**config.mk**
```make
export PLATFORM = sky130hd
export DESIGN_NAME = regfile_mp
export DESIGN_NICKNAME = d
export VERILOG_FILES = /design/src/rtl/regfile_mp.sv
export SDC_FILE = /design/constraint.sdc
export NUM_CORES = 2
export LEC_CHECK = 0
export BUFFER_PORTS_ARGS = -buffer_cell sky130_fd_sc_hd__buf_4
export CORE_MARGIN = 2
export CORE_UTILIZATION = 54
export CTS_BUF_LIST = sky130_fd_sc_hd__clkbuf_4 sky130_fd_sc_hd__clkbuf_8
export CTS_CLUSTER_SIZE = 10
export DETAILED_ROUTE_END_ITERATION = 8
export GPL_TIMING_DRIVEN = 0
export HOLD_SLACK_MARGIN = 0.08
export PLACE_DENSITY = 0.71
export SETUP_SLACK_MARGIN = 0.2
export SLEW_MARGIN = 25
export SYNTH_ARGS = -nofsm -noshare
export SYNTH_HDL_FRONTEND = slang
export SYNTH_SLANG_ARGS = --single-unit
```
**constraint.sdc**
```tcl
create_clock -name clk -period 6.29 [get_ports clk]
set_input_delay 1.258 -clock clk [delete_from_list [all_inputs] [get_ports clk]]
set_output_delay 1.258 -clock clk [all_outputs]
set_load 0.05 [all_outputs]
```
**src/rtl/regfile_mp.sv**
```systemverilog
// Multi-port register file with per-register busy scoreboard and optional write-to-read bypass.
module regfile_mp #(
  parameter int ADDR_WIDTH = 5,
  parameter int DATA_WIDTH = 32,
  parameter int NUM_READ   = 2,
  parameter int NUM_WRITE  = 1,
  parameter int ZERO_REG   = 1,
  parameter int BYPASS     = 1
) (
  input  logic                           clk,
  input  logic                           rst_n,
  input  logic [NUM_READ*ADDR_WIDTH-1:0]  raddr,
  output logic [NUM_READ*DATA_WIDTH-1:0]  rdata,
  output logic [NUM_READ-1:0]             rbusy,
  input  logic [NUM_WRITE-1:0]            wen,
  input  logic [NUM_WRITE*ADDR_WIDTH-1:0] waddr,
  input  logic [NUM_WRITE*DATA_WIDTH-1:0] wdata,
  input  logic                           alloc_en,
  input  logic [ADDR_WIDTH-1:0]           alloc_addr,
  output logic [(2**ADDR_WIDTH)-1:0]      busy_vec
);

  localparam int DEPTH = 2 ** ADDR_WIDTH;
  localparam bit ZR    = (ZERO_REG != 0);
  localparam bit BP    = (BYPASS != 0);

  logic [DEPTH-1:0][DATA_WIDTH-1:0] mem_q, mem_d;
  logic [DEPTH-1:0]                 busy_q, busy_d;

  // Index 0 is not a real destination when it is hardwired to zero.
  function automatic logic addr_ok(input logic [ADDR_WIDTH-1:0] a);
    return !ZR || (a != {ADDR_WIDTH{1'b0}});
  endfunction

  // Next-state for storage and scoreboard; ascending loop lets the highest write port win.
  always_comb begin
    mem_d  = mem_q;
    busy_d = busy_q;
    for (int w = 0; w < NUM_WRITE; w++) begin
      if (wen[w] && addr_ok(waddr[w*ADDR_WIDTH +: ADDR_WIDTH])) begin
        mem_d[waddr[w*ADDR_WIDTH +: ADDR_WIDTH]]  = wdata[w*DATA_WIDTH +: DATA_WIDTH];
        busy_d[waddr[w*ADDR_WIDTH +: ADDR_WIDTH]] = 1'b0;
      end else begin
        busy_d = busy_d;
      end
    end
    // A newly issued producer supersedes one completing in the same cycle.
    if (alloc_en && addr_ok(alloc_addr)) begin
      busy_d[alloc_addr] = 1'b1;
    end else begin
      busy_d = busy_d;
    end
    if (ZR) begin
      busy_d[0] = 1'b0;
    end else begin
      busy_d = busy_d;
    end
  end

  // State registers.
  always_ff @(posedge clk or negedge rst_n) begin
    if (!rst_n) begin
      mem_q  <= '0;
      busy_q <= '0;
    end else begin
      mem_q  <= mem_d;
      busy_q <= busy_d;
    end
  end

  assign busy_vec = busy_q;

  genvar gi;
  for (gi = 0; gi < NUM_READ; gi++) begin : g_rd
    logic [ADDR_WIDTH-1:0] ra_s;
    logic [DATA_WIDTH-1:0] val_s;
    logic                  fwd_s;
    logic                  alloc_hit_s;

    assign ra_s        = raddr[gi*ADDR_WIDTH +: ADDR_WIDTH];
    assign alloc_hit_s = alloc_en && (alloc_addr == ra_s);

    // Read mux with optional forwarding; same port priority as the write path.
    always_comb begin
      val_s = mem_q[ra_s];
      fwd_s = 1'b0;
      for (int w = 0; w < NUM_WRITE; w++) begin
        if (BP && wen[w] && (waddr[w*ADDR_WIDTH +: ADDR_WIDTH] == ra_s) && addr_ok(ra_s)) begin
          val_s = wdata[w*DATA_WIDTH +: DATA_WIDTH];
          fwd_s = 1'b1;
        end else begin
          fwd_s = fwd_s;
        end
      end
    end

    assign rdata[gi*DATA_WIDTH +: DATA_WIDTH] =
      (!rst_n || !addr_ok(ra_s)) ? {DATA_WIDTH{1'b0}} : val_s;
    assign rbusy[gi] = rst_n && busy_q[ra_s] && !(fwd_s && !alloc_hit_s);
  end

endmodule

```
==> summary.md <==
| Metric | Value |
|---|---|
| Xor-xnor portion of the synthesized cell area | less than 1% |
| Die Span Y | between 300 and 400 um |
| Hold Fails Final Rpt | 0 |
| Final worst setup slack | between 70 and 80 ps |
| Detail Route Antenna Nets | 0 |
| Cells taking the most area after synthesis | sky130_fd_sc_hd__dfrtp_1 46%, sky130_fd_sc_hd__mux2_2 20%, sky130_fd_sc_hd__mux4_2 13% |
| Antenna violations before repair | 13 |
| Seq/Total Area, Yosys | between 40 and 50% |
| Setup-failing EPs final | 0 |
| Routability congestion estimate from global placement | ~1 |
| Number of sinks driven by the clock tree | 1055 |
| Power per unit of standard cell area | 319 nW/um2 |
| Period Utilization, post-route | a little over nine tenths |
| Bufs on Longest Clock Path | 3 |
| Placed standard-cell area | between 60000 and 70000 um2 |
| Largest net degree at the start of global routing | between 100 and 150 |
| Largest area contributor in the synthesized netlist | sky130_fd_sc_hd__dfrtp_1 |
| Sequential share of power | approximately 45% |
| Largest family of logic cells by synthesized area | multiplexers |
| Run status | completed |
| Highest net fanout along the worst path | 10 |
| Path type of the worst min-delay path | primary input to async pin |
| Pin slew with the least headroom to its limit | about 1300 ps |
| First DRT Iteration DRCs | about 5900 |
| Routed WL | 215000 um |
| Number of primary I/O pins | 154 |
| Max-Slew Margin vs Limit | under 10% |
| Worst R2R Path Depth | 1 |
| Post-Syn Area per Cell | between 10 and 15 um2 |
| Largest vdd supply drop | 0.255 mV |
| Data required time of the worst path | around 5000 ps |
| Top layer in use | met5 |
| Arrival time of data at the critical path endpoint | around 5000 ps |
| Classification of the worst setup path | primary input to output port |
| Register bit count reported by yosys | approximately 1100 |
| Drt wl/cell | about 36 um |
| Top delay family on crit path | compound AO/OA/AOI/OAI gates |
| Fin Hold WS | 303 ps |
| Number of maximum-capacitance violations | 0 |
| Post-route clock skew | 0 ps |
| Die X-Extent | between 300 and 400 um |
| Number of placement rows | about 120 |
| Post-synthesis instance area | ~57000 um2 |
| Basic-gate share of the synthesized area counting and, or, nand and nor cells | ~2.9% |
| Max incr delay on CP | roughly 1200 ps |
| Post-route cell area | between 60000 and 70000 um2 |
| Worst-path cell chain | buf_4, or3_1, clkbuf_1, clkbuf_1, o22ai_1, o41ai_1, o221a_1, buf_4 |
| Area share of fa/ha/maj cells after synthesis | 0% |
| Met2 routed wirelength | about 90000 um |
| P_int | ~14 mW |
| Global route overflow | 0 |
| Floorplan Core Area | about 100000 um2 |
| Cell at the root of the clock tree | sky130_fd_sc_hd__clkbuf_8 |
| Share of power burned in combinational logic | a little under a quarter |
| Number of gates on the worst path with buffers counted | 8 |
| Met3 wirelength from detailed routing | 30100 um |
| Type of element launching the critical path | primary input |
| Clock Pin Slew Worst Setup and Hold Paths | approximately 60 ps |
| Sw Pwr | 6.34 mW |
| Switching power share of the total | a little under a third |
| Placed cells | about 5700 |
| Synthesized-area fraction occupied by ao, oa, aoi and oai cells | roughly 6.6% |
| Number of CTS-inserted buffers | roughly 180 |
| Syn_nets | 4200 |
| Number of levels in the clock H-tree | 4 |
| Met1 WL | around 81000 um |
| Max stage delay cell, worst path | sky130_fd_sc_hd__o41ai_1 |
| Crit path time final | approximately 6200 ps |
| Clock latency reported for the late side of the worst-skew pair | 900 ps |
| Fin cells | approximately 6000 |
| Async set-reset flop share out of synthesis | between 90% and 100% |
| Drc violations | 0 |
| Number of max-slew violations in the final report | 0 |
| Unique cell type count in the Yosys netlist | 54 |
| Yosys synthesis warning count | 0 |
| Net count, final | 4530 |
| First-pass DRT Iterations | 6 |
| Pre-CTS setup slack | about 300 ps |
| Buf/Inv on CP | 4 |
| Post-Synthesis Cells | 4144 |
| Fmax achieved | between 150 and 200 MHz |
| Number of synthesized flops with an enable pin | 0 |
| Total half-perimeter wirelength after legalization and detailed placement | ~150000 um |
| Area Overhead vs Synth | 12.1% |
| Share of synthesized area spent on multiplexers | around 40% |
| First-pass GRT wire length | 302000 um |
| Initial core utilization | between 50 and 60% |
| Via count of the first global-routing pass | just over 40000 |
| Area share of the largest cell type after synthesis | between 40% and 50% |
| Unrepaired setup endpoints after global routing | false |
| Per-cell via count in the routed design | about 7.0 |
| Summed negative setup slack over all endpoints | 0 ps |
| TritonCTS clock tree | yes |
| Leading register cell type out of synthesis | sky130_fd_sc_hd__dfrtp_1 |
| Total die area | roughly 110000 um2 |
| Kind of capture point of the worst setup path | output port |
| Share of final-layout standard cells stronger than drive strength 1 | approximately 46% |
| Overall Global Routing Usage | between 30% and 40% |
| Leakage power summed over all cells | 28.6 nW |
| Power share of the clock group | between 30% and 40% |
| Setup bufs post-CTS | 0 |
| Total number of vias | 42200 |
| Number of I/O port buffers | 141 |
==> layout make-up <==
type / count / area [um2]
Antenna cell: 8 / 20.0
Buffer: 479 / 2260
Clock buffer: 288 / 3550
Clock inverter: 18 / 180
Fill cell: 8346 / 41000
Inverter: 13 / 48.8
Multi-Input combinational cell: 2597 / 28500
Sequential cell: 1055 / 26400
Tap cell: 1391 / 1740
Timing Repair Buffer: 149 / 1300
==> synthesized netlist by cell type, drive strengths merged, types with 4 or more instances <==
master  instances
a31oi           4
mux2         1057
a22oi         156
nor2           82
nor3            8
nand2b          8
mux2i         322
o22ai         106
xor2           12
xnor2           7
a22o            9
nor2b          14
dfrtp        1055
o41ai          31
o21ai           7
nand3         105
o211ai         31
and3b           4
a32o            4
nand3b          6
buf           246
and2            4
clkbuf        233
nand2          98
o221a          62
inv            13
a21oi          94
mux4          341
==> cells in the final DEF (no fill, tap or decap), types with 31 or more instances in the layout <==
| cell | n |
|---|---|
| sky130_fd_sc_hd__nor2_1 | 80 |
| sky130_fd_sc_hd__nand3_1 | 105 |
| sky130_fd_sc_hd__clkbuf_1 | 224 |
| sky130_fd_sc_hd__mux2_2 | 1034 |
| sky130_fd_sc_hd__o221a_2 | 36 |
| sky130_fd_sc_hd__buf_2 | 189 |
| sky130_fd_sc_hd__dfrtp_1 | 1055 |
| sky130_fd_sc_hd__o211ai_1 | 31 |
| sky130_fd_sc_hd__o22ai_1 | 106 |
| sky130_fd_sc_hd__mux4_2 | 341 |
| sky130_fd_sc_hd__nand2_1 | 98 |
| sky130_fd_sc_hd__a22oi_1 | 156 |
| sky130_fd_sc_hd__a21oi_1 | 94 |
| sky130_fd_sc_hd__clkbuf_8 | 222 |
| sky130_fd_sc_hd__mux2i_1 | 322 |
| sky130_fd_sc_hd__buf_4 | 173 |
| sky130_fd_sc_hd__clkbuf_4 | 66 |
==> final timing paths <==
| check | start | to | slack [ps] |
|---|---|---|---|
| hold reg to reg | mem_q[31]$_DFFE_PN0P_ | mem_q[31]$_DFFE_PN0P_ | 480 |
| min in group clk | mem_q[31]$_DFFE_PN0P_ | mem_q[31]$_DFFE_PN0P_ | 480 |
| hold / removal | rst_n | mem_q[377]$_DFFE_PN0P_ | 300 |
| setup reg to reg | mem_q[941]$_DFFE_PN0P_ | mem_q[941]$_DFFE_PN0P_ | 5460 |
| setup / recovery | raddr[9] | rdata[51] | 80 |
| max in group asynchronous | rst_n | mem_q[517]$_DFFE_PN0P_ | 4060 |
==> cells by family after synthesis <==
| logic type | count (synthesis) |
|---|---|
| multiplexers | 1720 |
| buffers and inverters | 492 |
| flip-flops | 1055 |
| AO/OA/AOI/OAI | 510 |
| XOR/XNOR | 19 |
| other | 1 |
| AND/OR/NAND/NOR | 347 |
==> power groups by stage <==
stage	Clock (mW)	Combinational [mW]	Sequential, mW
after CTS	6.56	4.61	9.04
after detailed placement	0	4.59	9.15
after global placement	0	4.47	9.07
after global routing	6.86	4.93	9.24
final	6.57	4.73	9.10
after floorplan	0	3.16	8.98
==> registers in the layout, indices dropped and copies added (netlist names) <==
name / flops
busy_vec: 31
mem_q: 1024
==> per-stage QoR <==
stage	total power, mW	util (%)
after floorplan	12.1	-
after global placement	13.5	57.0
after detailed placement	13.7	57.3
after CTS	20.2	60.8
after global routing	21.0	60.9
final	20.4	60.9
==> metal layers <==
layer / up-vias / global-route usage (%)
li1: 16500 / -
met1: 21900 / 52.9
met2: 3014 / 54.7
met3: 724 / 15.7
met4: 8 / 23.2
met5: - / 0.783
==> timing repair <==
action / CTS / global route
hold endpoints to repair: 0 / 0
setup endpoints to repair: 0 / 1
gates resized for setup: 0 / 3
hold buffers: 0 / 0
No activity file was read; power rests on OpenSTA's default activity.
